===== src/rtl/x_window_sym5.sv =====
// 5-tap symmetric horizontal filter with per-line border padding, end-of-line flush,
// and a 3-stage arithmetic pipeline (pre-add, multiply, sum/round/saturate).
`timescale 1ns/1ps
module x_window_sym5 #(
    parameter int DW     = 8,
    parameter int CW     = 8,
    parameter int H0     = 6,
    parameter int H1     = 58,
    parameter int H2     = 128,
    parameter int SHIFT  = 8,
    parameter int ROUND  = 1,
    parameter int BORDER = 1
) (
    input  logic          clock,
    input  logic          reset,
    input  logic [DW-1:0] din,
    input  logic          validin,
    input  logic          eolin,
    output logic          ready,
    output logic [DW-1:0] dout,
    output logic          validout,
    output logic          eolout
);
    localparam int AW = DW + CW + 3;
    localparam logic [AW-1:0] RND  = (ROUND != 0 && SHIFT > 0) ?
                                     (AW'(1) << ((SHIFT > 0) ? SHIFT - 1 : 0)) : '0;
    localparam logic [AW-1:0] MAXV = (AW'(1) << DW) - AW'(1);
    localparam logic [AW-1:0] C0   = AW'(H0);
    localparam logic [AW-1:0] C1   = AW'(H1);
    localparam logic [AW-1:0] C2   = AW'(H2);

    // Handshake: a pixel is taken on a rising edge where validin and ready are both high;
    // upstream holds din/eolin stable while ready is low.
    typedef enum logic [1:0] {LSTART = 2'd0, RUN = 2'd1, FLUSH1 = 2'd2, FLUSH2 = 2'd3} state_t;
    state_t state_q, state_d;
    logic   accept, load, shift;

    always_ff @(posedge clock) begin
        if (reset) state_q <= LSTART;
        else       state_q <= state_d;
    end

    always_comb begin
        state_d = state_q;
        case (state_q)
            LSTART:  if (accept) state_d = eolin ? FLUSH1 : RUN;
            RUN:     if (accept && eolin) state_d = FLUSH1;
            FLUSH1:  state_d = FLUSH2;
            FLUSH2:  state_d = LSTART;
            default: state_d = LSTART;
        endcase
    end

    always_comb begin
        ready  = (state_q == LSTART) || (state_q == RUN);
        accept = validin && ready;
        load   = accept && (state_q == LSTART);
        shift  = accept || (state_q == FLUSH1) || (state_q == FLUSH2);
    end

    // Tags are only consumed at the centre, so only S0..S2 carry them.
    logic [DW-1:0] tap_q [5];
    logic [DW-1:0] tap_d [5];
    logic [2:0]    real_q, real_d, eol_q, eol_d;
    logic          win_v_q, win_v_d;
    logic [DW-1:0] pad_l, pad_r;

    logic [DW:0]   pa_q, pa_d, pb_q, pb_d;
    logic [DW-1:0] c_q, c_d;
    logic          v1_q, v1_d, e1_q, e1_d;

    logic [AW-1:0] m0_q, m0_d, m1_q, m1_d, m2_q, m2_d;
    logic          v2_q, v2_d, e2_q, e2_d;

    logic [AW-1:0] acc, y_full;
    logic [DW-1:0] dout_q, dout_d;
    logic          validout_q, validout_d, eolout_q, eolout_d;

    always_comb begin
        // Right-edge padding repeats S0, which holds the last real pixel or an earlier copy of it.
        pad_l = (BORDER != 0) ? din : '0;
        pad_r = (BORDER != 0) ? tap_q[0] : '0;

        tap_d[0] = tap_q[0];
        tap_d[1] = tap_q[1];
        tap_d[2] = tap_q[2];
        tap_d[3] = tap_q[3];
        tap_d[4] = tap_q[4];
        real_d   = real_q;
        eol_d    = eol_q;
        if (load) begin
            tap_d[0] = din;
            tap_d[1] = pad_l;
            tap_d[2] = pad_l;
            tap_d[3] = pad_l;
            tap_d[4] = pad_l;
            real_d   = 3'b001;
            eol_d    = {2'b00, eolin};
        end else if (shift) begin
            tap_d[4] = tap_q[3];
            tap_d[3] = tap_q[2];
            tap_d[2] = tap_q[1];
            tap_d[1] = tap_q[0];
            tap_d[0] = accept ? din : pad_r;
            real_d   = {real_q[1:0], accept};
            eol_d    = {eol_q[1:0], accept && eolin};
        end
        win_v_d = shift;

        v1_d = win_v_q && real_q[2];
        e1_d = eol_q[2];
        pa_d = {1'b0, tap_q[0]} + {1'b0, tap_q[4]};
        pb_d = {1'b0, tap_q[1]} + {1'b0, tap_q[3]};
        c_d  = tap_q[2];

        v2_d = v1_q;
        e2_d = e1_q;
        m0_d = C0 * AW'(pa_q);
        m1_d = C1 * AW'(pb_q);
        m2_d = C2 * AW'(c_q);

        acc        = m0_q + m1_q + m2_q + RND;
        y_full     = acc >> SHIFT;
        dout_d     = (y_full > MAXV) ? MAXV[DW-1:0] : y_full[DW-1:0];
        validout_d = v2_q;
        eolout_d   = v2_q && e2_q;
    end

    always_ff @(posedge clock) begin
        if (reset) begin
            for (int i = 0; i < 5; i++) tap_q[i] <= '0;
            real_q     <= '0;
            eol_q      <= '0;
            win_v_q    <= 1'b0;
            pa_q       <= '0;
            pb_q       <= '0;
            c_q        <= '0;
            v1_q       <= 1'b0;
            e1_q       <= 1'b0;
            m0_q       <= '0;
            m1_q       <= '0;
            m2_q       <= '0;
            v2_q       <= 1'b0;
            e2_q       <= 1'b0;
            dout_q     <= '0;
            validout_q <= 1'b0;
            eolout_q   <= 1'b0;
        end else begin
            for (int i = 0; i < 5; i++) tap_q[i] <= tap_d[i];
            real_q     <= real_d;
            eol_q      <= eol_d;
            win_v_q    <= win_v_d;
            pa_q       <= pa_d;
            pb_q       <= pb_d;
            c_q        <= c_d;
            v1_q       <= v1_d;
            e1_q       <= e1_d;
            m0_q       <= m0_d;
            m1_q       <= m1_d;
            m2_q       <= m2_d;
            v2_q       <= v2_d;
            e2_q       <= e2_d;
            dout_q     <= dout_d;
            validout_q <= validout_d;
            eolout_q   <= eolout_d;
        end
    end

    assign dout     = dout_q;
    assign validout = validout_q;
    assign eolout   = eolout_q;
endmodule


===== config.mk =====
export PLATFORM = sky130hd
export DESIGN_NAME = x_window_sym5
export DESIGN_NICKNAME = d
export VERILOG_FILES = /design/src/rtl/x_window_sym5.sv
export SDC_FILE = /design/constraint.sdc
export NUM_CORES = 1
export LEC_CHECK = 0
export BUFFER_PORTS_ARGS = -buffer_cell sky130_fd_sc_hd__buf_4
export CORE_UTILIZATION = 60
export DETAILED_ROUTE_END_ITERATION = 8
export GPL_ROUTABILITY_DRIVEN = 1
export PLACE_DENSITY = 0.86
export SYNTH_ARGS = -nofsm -noshare
export SYNTH_HDL_FRONTEND = slang
export SYNTH_SLANG_ARGS = --single-unit

===== constraint.sdc =====
create_clock -name clock -period 5.7 [get_ports clock]
set_clock_uncertainty 0.1 [all_clocks]
set_input_delay 0.855 -clock clock [delete_from_list [all_inputs] [get_ports clock]]
set_output_delay 0.855 -clock clock [all_outputs]
set_load 0.1 [all_outputs]

==> metrics.yaml, run 1 <==
global_routing:
  grt_remaining_overflow: 0
  grt_usage_pct: 26.2
  antenna_found_initial: 0
  grt_max_degree: 71
  grt_pass1_wl_um: 23500
  grt_pass1_vias: 5207
timing:
  period_share_pct: 68.2
  drv_slew: 0
  fin_tns_setup_ns: 0
  hold_viol: 0
  max_freq_mhz: 257
  slew_headroom_pct: 30.5
  tightestPinTransition_ns: 1.04
  setup_viol: 0
  rsz0062_at_grt: "no"
  setup_ws_ns: 1.81
  min_period_ns: 3.89
floorplanning:
  rows: 37
  fp.dieW_um: 107
  ioPinCount: 23
  core_um2: 10500
  dieArea_um2: 11400
  initial_utilization_pct: 62.8
  die_y_um: 107
cells_and_area:
  synthToLayoutAreaGrowth_pct: 12.5
  final_nets: 863
  layout-drive-gt1-share_pct: 10.2
  fill_cells: 738
  diodes: 0
status:
  run_status: "finished clean"
route:
  drt-total-wl_um: 13900
  vias: 5077
  dr.pass1.iters: 5
  dr.first_iter.drc_count: 220
  wl_per_cell_um: 15.7
  routed_via_density: 5.72
  ant_nets: 0
  route.detailed.drc: 0
logic_synthesis:
  synthTopCellsByArea: "dfxtp_1, ha_1, fa_1"
  synth.avg_cell_area_um2: 9.18
  yosysTopAreaCellShare_pct: 37.0
  synth_compound_area_share_pct: 14.3
  synth_fa_ha_area_share_pct: 23.7
  ys_warn_count: 0
  yosysTopAreaCell: "dfxtp_1"
  synth_top_family_by_area: "adder cells"
  syn_inst: 719
  synth_edf_count: 0
  ys.flop_type: "dfxtp_1"
  syn-num-nets: 843
  ys_types: 50
  synth-xor-area-share_pct: 1.59
  synthMuxAreaShare_pct: 1.65
  syn_area_um2: 6600
  synthSimpleGateAreaFrac_pct: 16.5
  synthArstFlopShare_pct: 0
  yosysSeqAreaShare_pct: 37.0
  synth-seq-cells: 122
critical_path:
  cp_max_fo: 4
  critPathKind: "flop to flop"
  slowest_delay_ns: 0.55
  cp.required_ns: 6.00
  cpMaxStageDelayCell: "fa_1"
  cp-end-kind: "flop"
  cp-start-kind: "flop"
  arrival_ns: 4.19
  crit_path_cell_trace: "inv_1, fa_1, inv_1, ha_1, fa_1, ha_1, a21oi_1, nor2_1, o31a_1, o32a_1, mux2_1"
cts:
  clk_latency_ns: 0.52
  clock_path_buffers: 2
  htree_levels: 4
  cts_made_buffers: 17
  cts_resized: 0
  cts_root_buf: "clkbuf_8"
  cts_sinks: 122
  postCtsSetupBuffers: 0
  clk_pin_slew_worst_paths_ns: 0.06
  cts_tree: "done"
  cts_hold_buf: 0
pwr:
  p_seq_share_pct: 28.6
  p_int_uw: 2550
  power_leakage_uw: 0.00348
  swShare_pct: 43.7
  vdd_drop_max_v: 0.000528
  combPwrFrac_pct: 49.1
  switchingPower_uw: 1980
  p_clk_share_pct: 22.3
  p_per_area_nw_per_um2: 609
place:
  dp_hpwl_um: 9610
  place_congestion: 0.865
  port_buffers: 22
  dp_slack_ns: 1.97
worst_hold_path:
  hp-class: "flop to flop"
job:
  maxCapViolCount: 0
power by group through the flow:
stage | Combinational, uW | Clock (uW) | Sequential (uW)
2_1_floorplan | 1560 | 0 | 1370
3_3_place_gp | 2000 | 0 | 1300
3_5_place_dp | 2110 | 0 | 1310
4_1_cts | 2200 | 1020 | 1290
5_1_grt | 2460 | 1060 | 1330
6_report | 2220 | 1010 | 1300
layer usage:
layer	wire, um	global-route usage [%]	vias up
met5	0	0	-
met4	450	12.9	0
met3	581	5.47	43
met2	7190	46.2	147
met1	5690	30.2	2407
li1	-	-	2480
stage by stage:
step / cell area, um^2 / utilization (%) / hold slack, ns / total power (uW) / cells
after floorplan: 6600 / - / 0.302 / 2930 / 719
after global placement: 6860 / 65.3 / 0.308 / 3300 / 856
after detailed placement: 6860 / 65.3 / 0.318 / 3420 / 856
after CTS: 7430 / 70.7 / 0.334 / 4510 / 888
after global routing: 7430 / 70.7 / 0.342 / 4850 / 888
final: 7430 / 70.7 / 0.331 / 4520 / 888
kinds of logic after synthesis:
logic type      count (synthesis)
mux                            10
xor+xnor                       12
simple gates                  229
fa+ha+maj                     112
flops                         122
compound gates                143
buf+inv                        91
worst max-delay path: cells and delay by family, from the launching register on:
kind | cells | cell delay (ns)
compound gates | 3 | 0.92
fa+ha+maj | 4 | 1.71
buf+inv | 2 | 0.16
flops | 1 | 0.43
mux | 1 | 0.33
simple gates | 1 | 0.12
sequential cells by signal (all words and copies together), names as in the netlist, 2 cells and up:
register and count:
tap_q 40, m1_q 14, m0_q 11, pa_q 9
pb_q 9, c_q 8, dout 8, m2_q 8
eol_q 3, real_q 3, state_q 2
path summary, 6_finish.rpt:
| kind | cells after the start | slack [ns] | end | start |
|---|---|---|---|---|
| max | 11 | 1.81 | m1_q[13] | pb_q[2] |
| min | 1 | 0.33 | eolout | e2_q |
| max reg2reg | 11 | 1.81 | m1_q[13] | pb_q[2] |
| min reg2reg | 1 | 0.33 | eolout | e2_q |
synth_stat cells (2+ instances only):
library cell	count
buf_2	4
nor2_1	84
nand3b_1	2
fa_1	22
o21ba_2	8
or2_2	2
and2_1	2
nand2b_1	4
nor3_1	42
nand2_1	38
a2111oi_0	5
nand3_1	4
clkbuf_1	17
or3_1	2
inv_1	68
xnor2_1	6
o21bai_1	3
nor2b_1	42
o21a_1	14
mux2_2	6
a21o_1	6
a21boi_0	3
o22ai_1	2
o31a_1	3
o21ai_0	15
a21oi_1	63
buf_1	2
mux2i_1	3
xor2_1	6
a211oi_1	11
ha_1	90
dfxtp_1	122
cell usage in the layout, fill, tap and decap left out, types with 22 or more instances in the layout:
cell type,instances
inv_1,68
fa_1,22
buf_4,24
dfxtp_1,122
a21oi_1,63
nor2b_1,42
ha_1,90
nor3_1,42
nor2_1,84
nand2_1,38
cell type report:
cell class / count / area [um^2] / share of cell area (%)
Clock buffer: 17 / 414 / 5.58
Clock inverter: 15 / 153 / 2.05
Inverter: 68 / 255 / 3.44
Multi-Input combinational cell: 506 / 3810 / 51.3
Sequential cell: 122 / 2440 / 32.9
Tap cell: 136 / 170 / 2.29
Timing Repair Buffer: 24 / 180 / 2.43
No activity file was read; power rests on OpenSTA's default activity.
==> run 2: changes to the inputs <==
--- a/config.mk
+++ b/config.mk
@@ -6,10 +6,10 @@
 export NUM_CORES = 1
 export LEC_CHECK = 0
 export BUFFER_PORTS_ARGS = -buffer_cell sky130_fd_sc_hd__buf_4
-export CORE_UTILIZATION = 60
+export CORE_UTILIZATION = 56
 export DETAILED_ROUTE_END_ITERATION = 8
 export GPL_ROUTABILITY_DRIVEN = 1
-export PLACE_DENSITY = 0.86
+export PLACE_DENSITY = 0.85
 export SYNTH_ARGS = -nofsm -noshare
 export SYNTH_HDL_FRONTEND = slang
 export SYNTH_SLANG_ARGS = --single-unit
==> constraint.sdc (replaced) <==
create_clock -name clock -period 3.55 [get_ports clock]
set_clock_uncertainty 0.1 [all_clocks]
set_input_delay 0.5325 -clock clock [delete_from_list [all_inputs] [get_ports clock]]
set_output_delay 0.5325 -clock clock [all_outputs]
set_load 0.1 [all_outputs]
==> metrics.yaml, run 2 (synthesis gave the netlist of run 1 again) <==
cts:
  cts_hold_buf: 0  # unchanged
  clk_pin_slew_worst_paths_ns: 0.06  # about the same
  htree_levels: 4  # unchanged
  cts_root_buf: "clkbuf_16"
  cts_sinks: 122  # unchanged
  clk_latency_ns: 0.43  # -0.09 ns
  cts_tree: "done"
  cts_made_buffers: 17  # unchanged
  clock_path_buffers: 2  # unchanged
floorplanning:
  ioPinCount: 23  # unchanged
  fp.dieW_um: 111  # +3.4%
  die_y_um: 111  # +3.4%
  initial_utilization_pct: 57.6  # -5.3 points
  dieArea_um2: 12200  # +7.0%
  rows: 39  # +5.4%
  core_um2: 11500  # +9.1%
cells_and_area:
  layout-drive-gt1-share_pct: 12.8  # +2.5 points
  final_nets: 871  # +0.93%
  diodes: 0  # unchanged
  largest-register: "tap_q"
  final_common_cell: "dfxtp_1"
  synthToLayoutAreaGrowth_pct: 15.3
  fill_cells: 821  # +11%
  stdcell_count: 903  # +1.7%
  largest_reg_flops: 40  # unchanged
  final_cell_mix: "dfxtp_1, ha_1, nor2_1, inv_1, a21oi_1"
  design_area_um2: 7610  # +2.5%
  reg_top3: "tap_q (40), m1_q (14), m0_q (11)"
critical_path:
  r2r-start: "pb_q[5]"
  worstSetupStartpoint: "pb_q[5]"
  cp.required_ns: 3.79  # -2.21 ns
  cp-end-kind: "flop"
  arrival_ns: 3.85  # -0.34 ns
  critPathKind: "flop to flop"
  cp_max_fo: 4  # unchanged
  cp-start-kind: "flop"
pwr:
  vdd_drop_max_v: 0.000991  # +88%
  power_leakage_uw: 0.00354  # +1.7%
  p_per_area_nw_per_um2: 1020  # +68%
global_routing:
  grt_usage_pct: 23.8  # -2.4 points
  antenna_found_initial: 0  # unchanged
  grt_pass1_vias: 5262  # +1.1%
  grt_remaining_overflow: 0  # unchanged
  grt_max_degree: 69  # -2.8%
  grt_pass1_wl_um: 23400  # -0.35%
timing:
  slew_headroom_pct: 31.3  # +0.82 points
  setup_ws_ns: -0.0692  # -1.88 ns
  max_freq_mhz: 276  # +7.4%
  drv_slew: 0  # unchanged
  tightestPinTransition_ns: 1.03  # -0.0123 ns
  setup_viol: 2  # +2
  hold_viol: 0  # unchanged
  min_period_ns: 3.62  # -0.269 ns
  fin_tns_setup_ns: -0.133  # -0.133 ns
  period_share_pct: 102  # +34 points
  hold_ws_ns: 0.270  # -0.0608 ns
worst_hold_path:
  hp-start: "din[6]"
  hp-class: "primary input to flop"
place:
  place_inst: 868  # +1.4%
  dp_hpwl_um: 9710  # +0.98%
  place_area_um2: 6920  # +0.86%
  port_buffers: 22  # unchanged
  place_congestion: 0.857  # -0.91%
route:
  dr.first_iter.drc_count: 257  # +17%
  ant_nets: 0  # unchanged
  wl_per_cell_um: 16.0  # +2.4%
  route.detailed.drc: 0  # unchanged
  routed_via_density: 5.75  # +0.59%
  vias: 5193  # +2.3%
  dr.pass1.iters: 5  # unchanged
  drt-total-wl_um: 14500  # +4.1%
job:
  maxCapViolCount: 0  # unchanged
status:
  violations: "negative setup slack"
  run_status: "complete, but fails checks"
==> run 2: cell count changes in the layout (fill, tap and decap cells not counted), moves of 3 or more <==
cell     delta
buf_4       +7
dfxtp_2     +3
ha_1        -3
dfxtp_1     -3
ha_4        +3
==> run 2: what timing repair did <==
item                       CTS  global route
setup endpoints to repair    3             4
gates resized for setup      4             9
hold endpoints to repair     0             0
setup buffers                0             3
pin swaps                    0            10
==> run 2: per-layer routing <==
metal	routed length (um)	GRT usage, %	vias to the layer above
met1	5670	25.7	2483
met3	651	4.72	43
li1	-	-	2502
met2	7660	43.9	165
met5	0	0	-
met4	495	12.3	0
==> run 2: critical path, cell delays in order, from the launching register on <==
cell and delay [ns]:
dfxtp_1 0.48, fa_1 0.47, ha_1 0.31, inv_1 0.06, fa_1 0.53, inv_1 0.07
ha_1 0.35, o21ai_0 0.44, o21ai_0 0.21, a2111o_1 0.43, o21ai_0 0.10
==> run 2: report_power, final <==
| part | internal (uW) | switching (uW) | total, uW |
|---|---|---|---|
| sequential | 1800 | 280 | 2080 |
| clock | 1090 | 681 | 1770 |
| combinational | 1610 | 2350 | 3950 |
| total | 4490 | 3310 | 7800 |
==> run 2: cell type report <==
type	instances	area, um^2	area share, %
timing repair buffer	32	253	3.32
multi-input combinational	506	3870	50.8
inverter	68	255	3.35
clock inverter	13	158	2.07
sequential	122	2450	32.1
tap	143	179	2.35
clock buffer	19	453	5.95
==> run 2: worst paths after layout <==
check	endpoint	depth (start not counted)	slack [ns]
setup / recovery	m1_q[14]	10	-0.07
hold / removal	tap_q[0][6]	3	0.27
setup reg to reg	m1_q[14]	10	-0.07
hold reg to reg	eolout	1	0.33
==> run 2: metrics by stage <==
| stage | total power [uW] | utilization, % | setup slack (ns) |
|---|---|---|---|
| 4_1_cts | 7530 | 66.0 | 0.0111 |
| 3_5_place_dp | 5540 | 60.3 | -0.0534 |
| 6_report | 7800 | 66.4 | -0.0692 |
| 3_3_place_gp | 5330 | 60.3 | 0.102 |
| 5_1_grt | 8340 | 66.4 | -0.152 |
| 2_1_floorplan | 4710 | - | 0.0597 |
